===== src/rtl/prio_scan_ctrl_if.sv =====
// Handshake and control bundle between the candidate-mask producer, the scan
// controller and the index consumer.
interface prio_scan_ctrl_if #(
    parameter int unsigned WIDTH_LOG = 4
);
    localparam int unsigned WIDTH = 1 << WIDTH_LOG;

    logic                 go;
    logic                 abort;
    logic [WIDTH-1:0]     mask_in;
    logic                 busy;
    logic                 out_valid;
    logic                 out_ready;
    logic [7:0]           out_idx;
    logic                 out_last;
    logic                 done;
    logic [WIDTH_LOG:0]   count;

    // Master drives requests and consumes indices; slave is the scan controller.
    modport master (
        output go,
        output abort,
        output mask_in,
        output out_ready,
        input  busy,
        input  out_valid,
        input  out_idx,
        input  out_last,
        input  done,
        input  count
    );

    modport slave (
        input  go,
        input  abort,
        input  mask_in,
        input  out_ready,
        output busy,
        output out_valid,
        output out_idx,
        output out_last,
        output done,
        output count
    );
endinterface


===== src/rtl/prio_scan_ctrl.sv =====
// Walks a captured candidate mask from its highest set bit downward, emitting one
// index per valid/ready handshake through a single shared priority encoder.
module prio_scan_ctrl #(
    parameter int unsigned WIDTH_LOG = 4
) (
    input  logic            clk,
    input  logic            rst_n,
    prio_scan_ctrl_if.slave bus
);
    localparam int unsigned WIDTH = 1 << WIDTH_LOG;
    localparam int unsigned CW    = WIDTH_LOG + 1;

    typedef enum logic [1:0] {
        StIdle,
        StEmit,
        StFin
    } state_e;

    state_e           r_state,     w_state_next;
    logic [WIDTH-1:0] r_pending,   w_pending_d;
    logic [7:0]       r_out_idx,   w_out_idx_d;
    logic             r_out_valid, w_out_valid_d;
    logic             r_out_last,  w_out_last_d;
    logic             r_done,      w_done_d;
    logic             r_busy,      w_busy_d;
    logic [CW-1:0]    r_count,     w_count_d;

    logic [WIDTH-1:0] w_clr_mask;
    logic [WIDTH-1:0] w_pending_next;
    logic [WIDTH-1:0] w_enc_in;
    logic [7:0]       w_enc_idx;
    logic             w_enc_nonzero;
    logic             w_enc_single;

    always_comb begin
        w_clr_mask = '0;
        for (int i = 0; i < WIDTH; i++) begin
            w_clr_mask[i] = (r_out_idx == 8'(i));
        end
    end

    assign w_pending_next = r_pending & ~w_clr_mask;

    // One encoder serves both the capture and every scan step; mask_in only
    // reaches it while idle, so later changes cannot disturb a running scan.
    assign w_enc_in = (r_state == StIdle) ? bus.mask_in : w_pending_next;

    always_comb begin
        w_enc_idx = '0;
        for (int i = 0; i < WIDTH; i++) begin
            if (w_enc_in[i]) begin
                w_enc_idx = 8'(i);
            end
        end
    end

    assign w_enc_nonzero = (w_enc_in != '0);
    assign w_enc_single  = w_enc_nonzero && ((w_enc_in & (w_enc_in - WIDTH'(1))) == '0);

    always_comb begin
        w_state_next  = r_state;
        w_pending_d   = r_pending;
        w_out_idx_d   = r_out_idx;
        w_out_valid_d = r_out_valid;
        w_out_last_d  = r_out_last;
        w_done_d      = 1'b0;
        w_busy_d      = r_busy;
        w_count_d     = r_count;

        unique case (r_state)
            StIdle: begin
                if (bus.go && !bus.abort) begin
                    w_pending_d = bus.mask_in;
                    w_count_d   = '0;
                    w_busy_d    = 1'b1;
                    if (w_enc_nonzero) begin
                        w_state_next  = StEmit;
                        w_out_valid_d = 1'b1;
                        w_out_idx_d   = w_enc_idx;
                        w_out_last_d  = w_enc_single;
                    end else begin
                        w_state_next = StFin;
                        w_done_d     = 1'b1;
                    end
                end
            end
            StEmit: begin
                if (bus.abort) begin
                    w_state_next  = StIdle;
                    w_pending_d   = '0;
                    w_out_valid_d = 1'b0;
                    w_out_last_d  = 1'b0;
                    w_busy_d      = 1'b0;
                end else if (bus.out_ready) begin
                    w_pending_d = w_pending_next;
                    w_count_d   = r_count + CW'(1);
                    if (w_enc_nonzero) begin
                        w_out_idx_d  = w_enc_idx;
                        w_out_last_d = w_enc_single;
                    end else begin
                        w_state_next  = StFin;
                        w_out_valid_d = 1'b0;
                        w_out_last_d  = 1'b0;
                        w_done_d      = 1'b1;
                    end
                end
            end
            StFin: begin
                w_state_next = StIdle;
                w_pending_d  = '0;
                w_busy_d     = 1'b0;
            end
            default: begin
                w_state_next  = StIdle;
                w_pending_d   = '0;
                w_out_valid_d = 1'b0;
                w_out_last_d  = 1'b0;
                w_busy_d      = 1'b0;
            end
        endcase
    end

    always_ff @(posedge clk or negedge rst_n) begin
        if (!rst_n) begin
            r_state     <= StIdle;
            r_pending   <= '0;
            r_out_idx   <= '0;
            r_out_valid <= 1'b0;
            r_out_last  <= 1'b0;
            r_done      <= 1'b0;
            r_busy      <= 1'b0;
            r_count     <= '0;
        end else begin
            r_state     <= w_state_next;
            r_pending   <= w_pending_d;
            r_out_idx   <= w_out_idx_d;
            r_out_valid <= w_out_valid_d;
            r_out_last  <= w_out_last_d;
            r_done      <= w_done_d;
            r_busy      <= w_busy_d;
            r_count     <= w_count_d;
        end
    end

    assign bus.busy      = r_busy;
    assign bus.out_valid = r_out_valid;
    assign bus.out_idx   = r_out_idx;
    assign bus.out_last  = r_out_last;
    assign bus.done      = r_done;
    assign bus.count     = r_count;
endmodule


===== src/flat_wrapper.sv =====
// flat-port wrapper written by rule: the top's interface ports become plain ports
module prio_scan_ctrl_flat 
#(
    parameter int unsigned WIDTH_LOG = 4
)
  (clk, rst_n, bus_go, bus_abort, bus_mask_in, bus_out_ready, bus_busy, bus_out_valid, bus_out_idx, bus_out_last, bus_done, bus_count);
  prio_scan_ctrl_if #(.WIDTH_LOG(WIDTH_LOG)) bus_i ();
  input  logic clk;
  input  logic rst_n;
  input wire logic [$bits(bus_i.go)-1:0] bus_go;
  input wire logic [$bits(bus_i.abort)-1:0] bus_abort;
  input wire logic [$bits(bus_i.mask_in)-1:0] bus_mask_in;
  input wire logic [$bits(bus_i.out_ready)-1:0] bus_out_ready;
  output wire logic [$bits(bus_i.busy)-1:0] bus_busy;
  output wire logic [$bits(bus_i.out_valid)-1:0] bus_out_valid;
  output wire logic [$bits(bus_i.out_idx)-1:0] bus_out_idx;
  output wire logic [$bits(bus_i.out_last)-1:0] bus_out_last;
  output wire logic [$bits(bus_i.done)-1:0] bus_done;
  output wire logic [$bits(bus_i.count)-1:0] bus_count;
  assign bus_i.go = bus_go;
  assign bus_i.abort = bus_abort;
  assign bus_i.mask_in = bus_mask_in;
  assign bus_i.out_ready = bus_out_ready;
  assign bus_busy = bus_i.busy;
  assign bus_out_valid = bus_i.out_valid;
  assign bus_out_idx = bus_i.out_idx;
  assign bus_out_last = bus_i.out_last;
  assign bus_done = bus_i.done;
  assign bus_count = bus_i.count;
  prio_scan_ctrl #(.WIDTH_LOG(WIDTH_LOG)) u_core (.clk(clk), .rst_n(rst_n), .bus(bus_i));
endmodule

===== config.mk =====
export PLATFORM = sky130hd
export DESIGN_NAME = prio_scan_ctrl_flat
export DESIGN_NICKNAME = d
export VERILOG_FILES = /design/src/rtl/prio_scan_ctrl_if.sv /design/src/rtl/prio_scan_ctrl.sv /design/src/flat_wrapper.sv
export SDC_FILE = /design/constraint.sdc
export NUM_CORES = 1
export LEC_CHECK = 0
export CAP_MARGIN = 20
export CORE_UTILIZATION = 40
export CTS_BUF_LIST = sky130_fd_sc_hd__clkbuf_4 sky130_fd_sc_hd__clkbuf_8 sky130_fd_sc_hd__clkbuf_16
export CTS_CLUSTER_DIAMETER = 80
export CTS_CLUSTER_SIZE = 25
export DETAILED_ROUTE_END_ITERATION = 6
export GPL_ROUTABILITY_DRIVEN = 0
export SLEW_MARGIN = 20
export SYNTH_ARGS = -nofsm -noshare
export SYNTH_HDL_FRONTEND = slang
export SYNTH_SLANG_ARGS = --single-unit

===== constraint.sdc =====
create_clock -name clk -period 2.1 [get_ports clk]
set_input_delay 0.42 -clock clk [delete_from_list [all_inputs] [get_ports clk]]
set_output_delay 0.42 -clock clk [all_outputs]
set_load 0.01 [all_outputs]

; ---- After elaboration in Yosys (flattened, before gate mapping)
; Index checks and enable logic that the tools add are counted.
[totals]
reg_bits = 35
input_bits = 21
output_inout_bits = 17
wordCells = 107
[op_classes]
n_addsub = 2
n_eq_ne = 24
n_mux = 55
bitwise = 4
n_reduce_logical = 14
[ops]
columns = cell, n
row1 = $eq A8 B4 Y1 const B, 8
row2 = $mux W16, 4
row3 = $and A16 B16 Y16, 2
row4 = $eq A8 B3 Y1 const B, 4
row5 = $mux W4, 8
row6 = $mux W8, 4
row7 = $pmux W16 S2, 1
row8 = $mux W1, 17
row9 = $eq A8 B2 Y1 const B, 2
row10 = $logic_not A16 Y1, 1
row11 = $not A16 Y16, 1
row12 = $pmux W8 S2, 1
row13 = $reduce_bool A16 Y1, 1
row14 = $sub A16 B1 Y16 const B, 1
row15 = $mux W5, 3
row16 = $mux W2, 7
row17 = $mux W3, 4
row18 = $pmux W5 S2, 1
row19 = $eq A8 B1 Y1 const B, 1
row20 = $logic_not A8 Y1, 1
row21 = $ne A2 B2 Y1 const B, 4
row22 = $reduce_and A4 Y1, 2
row23 = $ne A3 B3 Y1 const B, 2
row24 = $pmux W1 S3, 2
row25 = 14 further kinds, 17

; ---- Longest topological paths before layout
; Gate-level depths: netlist of run 1.
[depth]
word_depth = 23
ltp_mapped = 9

; ---- Worst setup path before layout of run 1
; OpenSTA, ideal clock, no wires.
[synth_path]
kind = flip-flop to flip-flop
from = register u_core.r_out_idx[2] (netlist: u_core.bus.out_idx[2])
to = register u_core.r_out_idx[1] (netlist: u_core.bus.out_idx[1])
t_arrival_ns = 1.995
t_required_ns = 1.972
setup_slack_ns = -0.022
stages_incl_launch_ff = 9
path_cell_list = dfrtp_1 buf_4 or3_1 o22ai_2 and4_4 o211ai_2 nor2_2 nor2_1 mux2_1
[synth_via]
elab_chain_len = 22
[synth_rtl]
columns = item, line
row1 = from (decl), prio_scan_ctrl.sv:21  ; logic [7:0] r_out_idx, w_out_idx_d;
row2 = from (signal assigned), prio_scan_ctrl.sv:136  ; r_out_idx <= w_out_idx_d;
row3 = $eq A8 B2 Y1, prio_scan_ctrl.sv:38  ; w_clr_mask[i] = (r_out_idx == 8'(i));
row4 = $not A16 Y16 (*), prio_scan_ctrl.sv:42  ; assign w_pending_next = r_pending & ~w_clr_mask;
row5 = $and A16 B16 Y16 (*), prio_scan_ctrl.sv:42
row6 = $mux W16 (*), prio_scan_ctrl.sv:46  ; assign w_enc_in = (r_state == StIdle) ? bus.mask_in : w_pending_next;
row7 = $mux W2 (2 in a row), prio_scan_ctrl.sv:51  ; if (w_enc_in[i]) begin
row8 = $mux W3 (4 in a row), prio_scan_ctrl.sv:51
row9 = $mux W4 (8 in a row), prio_scan_ctrl.sv:51
row10 = $mux W8 (*), "prio_scan_ctrl.sv:76, prio_scan_ctrl.sv:97"
row11 = $mux W8, prio_scan_ctrl.sv:94  ; end else if (bus.out_ready) begin
row12 = $mux W8, prio_scan_ctrl.sv:88  ; if (bus.abort) begin
row13 = $pmux W8 S2 (*), prio_scan_ctrl.sv:70  ; unique case (r_state)
; Mark *: on every way between the ends. The rest lies on a longest branch, timed or not. The select of a mux whose other input is x is not followed.
; A chain may end at the register's enable or synchronous reset.

; ---- Worst setup path after layout of run 1
[layout_path]
from = register u_core.r_out_idx[0] (netlist: u_core.bus.out_idx[0])
to = register u_core.r_out_idx[2] (netlist: u_core.bus.out_idx[2])
[layout_via]
elab_chain_len = 20
[layout_rtl]
columns = item, line
row1 = $eq A8 B3 Y1, prio_scan_ctrl.sv:38
row2 = $not A16 Y16 (*), prio_scan_ctrl.sv:42
row3 = $and A16 B16 Y16 (*), prio_scan_ctrl.sv:42
row4 = $mux W16 (*), prio_scan_ctrl.sv:46
row5 = $mux W3 (4 in a row), prio_scan_ctrl.sv:51
row6 = $mux W4 (8 in a row), prio_scan_ctrl.sv:51
row7 = $mux W8 (*), "prio_scan_ctrl.sv:76, prio_scan_ctrl.sv:97"
row8 = $mux W8, prio_scan_ctrl.sv:94
row9 = $mux W8, prio_scan_ctrl.sv:88
row10 = $pmux W8 S2 (*), prio_scan_ctrl.sv:70
; Marks and branches as above.

==> impl_metrics.json, run 1 <==
{
  "cts_tree": "built",
  "synth_xor_area_share_pct": 1.43,
  "avgViaCountPerCell": 5.70,
  "instances_no_fill": 482,
  "fin_crit_ns": 2.16,
  "ys_seq_elements": 31,
  "final_core_util_pct": 62.0,
  "antenna_cells": 0,
  "skew_ns": 0.00264,
  "maxCapViolations": 0,
  "synth_cell_type_count": 67,
  "outcome": "finished with violations",
  "internal_power_uw": 1670,
  "grt_pass1_vias": 2569,
  "cp_max_fo": 6,
  "clock-sinks": 31,
  "synthArstFlopShare_pct": 100,
  "fin_area_sq_um": 3670,
  "synth_area_sq_um": 2460,
  "nNetsFinal": 428,
  "worstSetupEndpointType": "flip-flop",
  "hold_violations": 0,
  "drc": 0,
  "numPortBuffers": 33,
  "grt.overflow.total": 0,
  "synth_fa_ha_area_share_pct": 0.509,
  "grt_setup_unrepaired": "true",
  "antenna_found_initial": 0,
  "clkPwrFrac_pct": 24.7,
  "cts.clk_slew.worst_paths_ns": 0.07,
  "cpPeakStageDelay_ns": 0.46,
  "power.leakage_uw": 0.00159,
  "drtPass1Iterations": 5,
  "p_comb_share_pct": 44.7,
  "rows": 28,
  "ant_nets": 0,
  "cp_slowest_cell": "dfrtp_2",
  "grt_max_degree": 32,
  "fillerInstances": 550,
  "critical_path_class": "reg2reg",
  "worstPathArrival_ns": 2.33,
  "final_common_cell": "buf_4",
  "cts_max_path_buffers": 2,
  "drt-total-wl_um": 8340,
  "root_buffer": "clkbuf_8",
  "dp_slack_ns": -0.290,
  "drive_above_1_share_pct": 33.9,
  "worst_slack_ns": -0.0553,
  "power_switching_uw": 903,
  "num_vias": 2745,
  "start_util_pct": 41.5,
  "synth_top_family_by_area": "compound AO/OA/AOI/OAI gates",
  "synth_edf_count": 0,
  "drv_slew": 0,
  "power_density_nw_per_um2": 700,
  "synth_compound_area_share_pct": 29.1,
  "synthCells": 304,
  "fin_crit_sh_pct": 103,
  "tightest_slew_ns": 0.552,
  "start_kind": "flip-flop",
  "synth-simple-area-share_pct": 25.8,
  "dp_hpwl_um": 6040,
  "dp.cells": 467,
  "setup_viol": 4,
  "hold_ws_ns": 0.521,
  "worstSkewPairLatency_ns": 0.29,
  "drt-wirelength-per-cell_um": 17.3,
  "place_area_sq_um": 3310,
  "cts_max_level": 2,
  "dieArea_sq_um": 6460,
  "die_y_um": 80.4,
  "fmax_mhz": 464,
  "core_area_sq_um": 5920,
  "drt_iter0_markers": 209,
  "cp_cell_sequence": "buf_6 > mux2_4 > o22ai_4 > and4_4 > o211ai_4 > nor2_4 > nor2_4 > mux2_4",
  "required_ns": 2.28,
  "ys.flop_type": "dfrtp_1",
  "holdBufCountCts": 0,
  "violations": "negative setup slack",
  "grt_pass1_wl_um": 12900,
  "hold_path_class": "reg2reg",
  "yosys_warnings": 0,
  "syn_area_per_cell_sq_um": 8.08,
  "ir_drop_mv": 0.413,
  "switching_share_pct": 35.1,
  "top_level_ports": 38,
  "grt_usage_pct": 26.8,
  "timing.slew.headroom_pct": 63.1,
  "die_x_um": 80.4,
  "syn_to_final_growth_pct": 49.5,
  "cts_inserted_buffers": 5,
  "seq_area_frac_synth_pct": 31.6,
  "seqPwrFrac_pct": 30.6,
  "synthMuxAreaShare_pct": 3.82,
  "layout_common_cells": "buf_4 (78), nand2_1 (34), clkdlybuf4s50_1 (33)"
}
## cell usage after synthesis (2+ instances only)
| cell | count | area (sq um) |
|---|---|---|
| buf_4 | 10 | 75.1 |
| a221oi_1 | 2 | 17.5 |
| o2bb2ai_1 | 3 | 26.3 |
| nor3b_1 | 3 | 22.5 |
| and2_1 | 2 | 12.5 |
| nor2_1 | 32 | 120 |
| o21a_1 | 4 | 30.0 |
| a21oi_1 | 21 | 105 |
| xor2_1 | 4 | 35.0 |
| nor3_1 | 9 | 45.0 |
| inv_1 | 5 | 18.8 |
| or3_1 | 3 | 18.8 |
| mux2_1 | 2 | 22.5 |
| nand2b_1 | 3 | 18.8 |
| a22o_1 | 10 | 87.6 |
| buf_6 | 2 | 22.5 |
| nand2_1 | 34 | 128 |
| nand3b_1 | 2 | 15.0 |
| o21ai_0 | 22 | 110 |
| o21bai_1 | 2 | 15.0 |
| o31ai_1 | 7 | 52.6 |
| o211ai_1 | 4 | 30.0 |
| or2_1 | 2 | 12.5 |
| nand3_1 | 8 | 40.0 |
| nor2b_1 | 4 | 25.0 |
| nand4_1 | 4 | 25.0 |
| mux2i_1 | 6 | 60.1 |
| and3_1 | 4 | 25.0 |
| a31oi_1 | 8 | 50.1 |
| clkbuf_1 | 8 | 30.0 |
| a31o_2 | 3 | 26.3 |
| buf_2 | 5 | 25.0 |
| o2111ai_1 | 2 | 17.5 |
| dfrtp_1 | 31 | 776 |
## repair_timing
item | in CTS | in global routing
gates resized for setup | 26 | 20
pin swaps | 7 | 13
endpoints found under the setup margin | 6 | 14
buffers inserted | 2 | 5
## through the flow
stage	setup TNS, ns	total power, uW
6_report	-0.171	2570
2_1_floorplan	0	1310
4_1_cts	-0.101	2500
3_5_place_dp	-3.60	1790
5_1_grt	-0.556	2710
3_3_place_gp	-3.03	1780
## worst max-delay path: cells and delay by family, from the launching register on
kind                   cells  cell delay, ns
AND/OR/NAND/NOR            3            0.56
buffers and inverters      1            0.15
AO/OA/AOI/OAI              2            0.26
flip-flops                 1            0.46
multiplexers               2            0.61
## final cells by class
class                   instances  area [sq um]  area share [%]
multi-input cells             245          1670            45.4
clock buffers                   6          82.6            2.25
clock inverters                 2          35.0           0.954
well taps                      75          93.8            2.55
flip-flops and latches         31           781            21.3
inverters                       5          18.8           0.511
repair buffers                118           995            27.1
## power by group through the flow
stage / sequential [uW] / clock (uW) / combinational [uW]
after floorplan: 763 / 0 / 546
after global placement: 778 / 0 / 1000
after detailed placement: 777 / 0 / 1010
after CTS: 774 / 642 / 1080
after global routing: 796 / 667 / 1240
final: 788 / 635 / 1150
## layer usage
layer	vias to the layer above	global-route usage [%]	part of all wire, %
met5	-	0	0
met1	1317	35.0	44
met3	19	4.32	4.6
met4	0	9.64	2.7
li1	1327	-	-
met2	82	44.2	48
## final timing paths
kind	slack, ns	end	cells after the start	start
min in group asynchronous	0.53	u_core.r_pending[3]	2	rst_n
min reg2reg	0.52	u_core.r_pending[12]	1	u_core.r_pending[12]
min	0.52	u_core.r_pending[12]	1	u_core.r_pending[12]
max in group asynchronous	1.22	u_core.bus.out_idx[0]	2	rst_n
max	-0.06	u_core.bus.out_idx[2]	8	u_core.bus.out_idx[0]
max reg2reg	-0.06	u_core.bus.out_idx[2]	8	u_core.bus.out_idx[0]
## state kept, by name, summed over array words and instances, names as in the netlist
signal / flops
u_core.r_pending: 16
u_core.bus.busy: 1
u_core.bus.done: 1
u_core.bus.count: 5
u_core.r_state: 2
u_core.bus.out_idx: 4
u_core.bus.out_valid: 1
u_core.bus.out_last: 1
## cells by family (layout without fill, tap and decap cells)
group	after synthesis	count (layout)
compound gates	104	104
xor+xnor	4	4
fa+ha+maj	1	1
buf+inv	31	131
flops	31	31
mux	9	9
other cells	1	4
simple gates	123	123
No activity file was read; power rests on OpenSTA's default activity.
==> inputs of run 2 (changes only) <==
- CAP_MARGIN: 20 -> 5
- CORE_MARGIN: not set -> 2
==> run 2 against run 1 <==
The flow still finishes with violations (negative setup slack). Register-to-register slack worse by 0.17 ns. Die area grew 5.0%. Non-clock buffer count fell by 1. Clock power is 22% lower. Highest routed layer unchanged. Sequential cell count stayed put. Critical path type unchanged. Cell count fell by 0.41%. Worst setup slack lost 0.17 ns. Sequential power shrank 2%.
==> impl_metrics.json, run 2 (same netlist as run 1, synthesis figures left out) <==
{
  "holdBufCountCts": 0,
  "grt_pass1_vias": 2665,
  "top_level_ports": 38,
  "tightest_slew_ns": 0.558,
  "grt_max_degree": 32,
  "antenna_found_initial": 0,
  "nNetsFinal": 427,
  "drv_slew": 0,
  "violations": "negative setup slack",
  "setup_viol": 7,
  "critical_path_class": "reg2reg",
  "start_kind": "flip-flop",
  "root_buffer": "clkbuf_8",
  "ant_nets": 0,
  "startpoint": "u_core.bus.out_idx[3]",
  "worstSetupEndpointType": "flip-flop",
  "clock-sinks": 31,
  "grt_usage_pct": 26.6,
  "tns_ns": -1.28,
  "final_common_cell": "buf_4",
  "hold_ws_ns": 0.498,
  "skew_ns": 0.00611,
  "dp.cells": 461,
  "rr_endpoint": "u_core.bus.out_idx[1]",
  "grt_util_met2_pct": 44.1,
  "numPortBuffers": 33,
  "required_ns": 2.27,
  "start_util_pct": 41.5,
  "instances_no_fill": 480,
  "timing.slew.headroom_pct": 62.8,
  "cts_max_level": 2,
  "num_vias": 2746,
  "fin_crit_sh_pct": 111,
  "cts_inserted_buffers": 5,
  "drive_above_1_share_pct": 31.1,
  "met3_usage_pct": 4.13,
  "rr_startpoint": "u_core.bus.out_idx[3]",
  "core_area_sq_um": 5920,
  "drt_iter0_markers": 265,
  "largest_register_ffs": 16,
  "fmax_mhz": 431,
  "hold_violations": 0,
  "ir_drop_mv": 0.406,
  "drtPass1Iterations": 5,
  "met1_usage_pct": 35.2,
  "r2r_cells": 9,
  "outcome": "finished with violations",
  "maxCapViolations": 0,
  "cts.clk_slew.worst_paths_ns": 0.07,
  "regMostFlops": "u_core.r_pending",
  "worstPathArrival_ns": 2.49,
  "worstSkewPairLatency_ns": 0.29,
  "grt_pass1_wl_um": 13300,
  "grt.busiest_layer": "met2",
  "syn_to_final_growth_pct": 49.2,
  "fillerInstances": 503,
  "reg2reg_slack_ns": -0.22,
  "cp_max_fo": 5,
  "die_y_um": 82.4,
  "dp_hpwl_um": 6090,
  "power.leakage_uw": 0.00159,
  "drt-total-wl_um": 8570,
  "die_x_um": 82.4,
  "cts_tree": "built",
  "endpoint": "u_core.bus.out_idx[1]",
  "grt.overflow.total": 0,
  "antenna_cells": 0,
  "drc": 0,
  "dieArea_sq_um": 6790,
  "power_density_nw_per_um2": 664,
  "layout_common_cells": "buf_4 (74), nand2_1 (34), clkdlybuf4s50_1 (33)",
  "hold_path_class": "reg2reg",
  "cts_max_path_buffers": 2,
  "grt_setup_unrepaired": "true",
  "worst_slack_ns": -0.222,
  "avgViaCountPerCell": 5.72,
  "fin_crit_ns": 2.32,
  "drt-wirelength-per-cell_um": 17.9,
  "rows": 28
}
==> run 2: per-layer routing <==
metal	share of wire (%)	vias up
li1	-	1326
met3	5.2	21
met4	2.6	0
met1	44	1310
met2	48	89
met5	0	-
==> run 2: per-stage QoR <==
| stage | utilization (%) | setup slack, ns | total power (uW) | instance area, sq um |
|---|---|---|---|---|
| after floorplan | - | 0.00106 | 1310 | 2470 |
| after global placement | 56.0 | -0.229 | 1780 | 3320 |
| after detailed placement | 56.0 | -0.303 | 1800 | 3320 |
| after CTS | 59.7 | -0.0590 | 2360 | 3530 |
| after global routing | 61.9 | -0.281 | 2560 | 3670 |
| final | 61.9 | -0.222 | 2430 | 3670 |
==> run 2: where the power goes <==
part	internal, uW	switching, uW
clock network	257	240
registers	677	92.0
logic	604	564
total	1540	896
==> run 2: final cells by class <==
type / count / area (sq um) / share of cell area (%)
Sequential cell: 31 / 777 / 21.2
Clock inverter: 1 / 5.00 / 0.137
Inverter: 5 / 18.8 / 0.512
Clock buffer: 6 / 82.6 / 2.25
Tap cell: 75 / 93.8 / 2.56
Timing Repair Buffer: 117 / 1040 / 28.3
Multi-Input combinational cell: 245 / 1650 / 45.0
==> run 2: critical path, stage by stage, from the launching register on <==
cell and delay (ns):
dfrtp_1 0.44, buf_12 0.16, buf_6 0.11, or3_4 0.35
o22ai_4 0.16, and4_4 0.30, o211ai_4 0.11, nor2_4 0.19
nor2_4 0.07, mux2_4 0.30
==> run 2: worst min-delay path by stage <==
stage | startpoint | endpoint | slack [ns] | depth (start not counted)
final | u_core.r_pending[13] | u_core.r_pending[13] | 0.50 | 1
after floorplan | rst_n | u_core.bus.busy | 0.12 | 0
after detailed placement | u_core.r_pending[13] | u_core.r_pending[13] | 0.48 | 1
after global placement | u_core.r_pending[13] | u_core.r_pending[13] | 0.48 | 1
after global routing | u_core.r_pending[13] | u_core.r_pending[13] | 0.53 | 1
after CTS | u_core.r_pending[13] | u_core.r_pending[13] | 0.50 | 1
==> run 2: timing repair <==
action / CTS / global route
pin swaps: 9 / 11
endpoints found under the setup margin: 7 / 9
buffers inserted: 7 / 5
resized for setup: 15 / 21
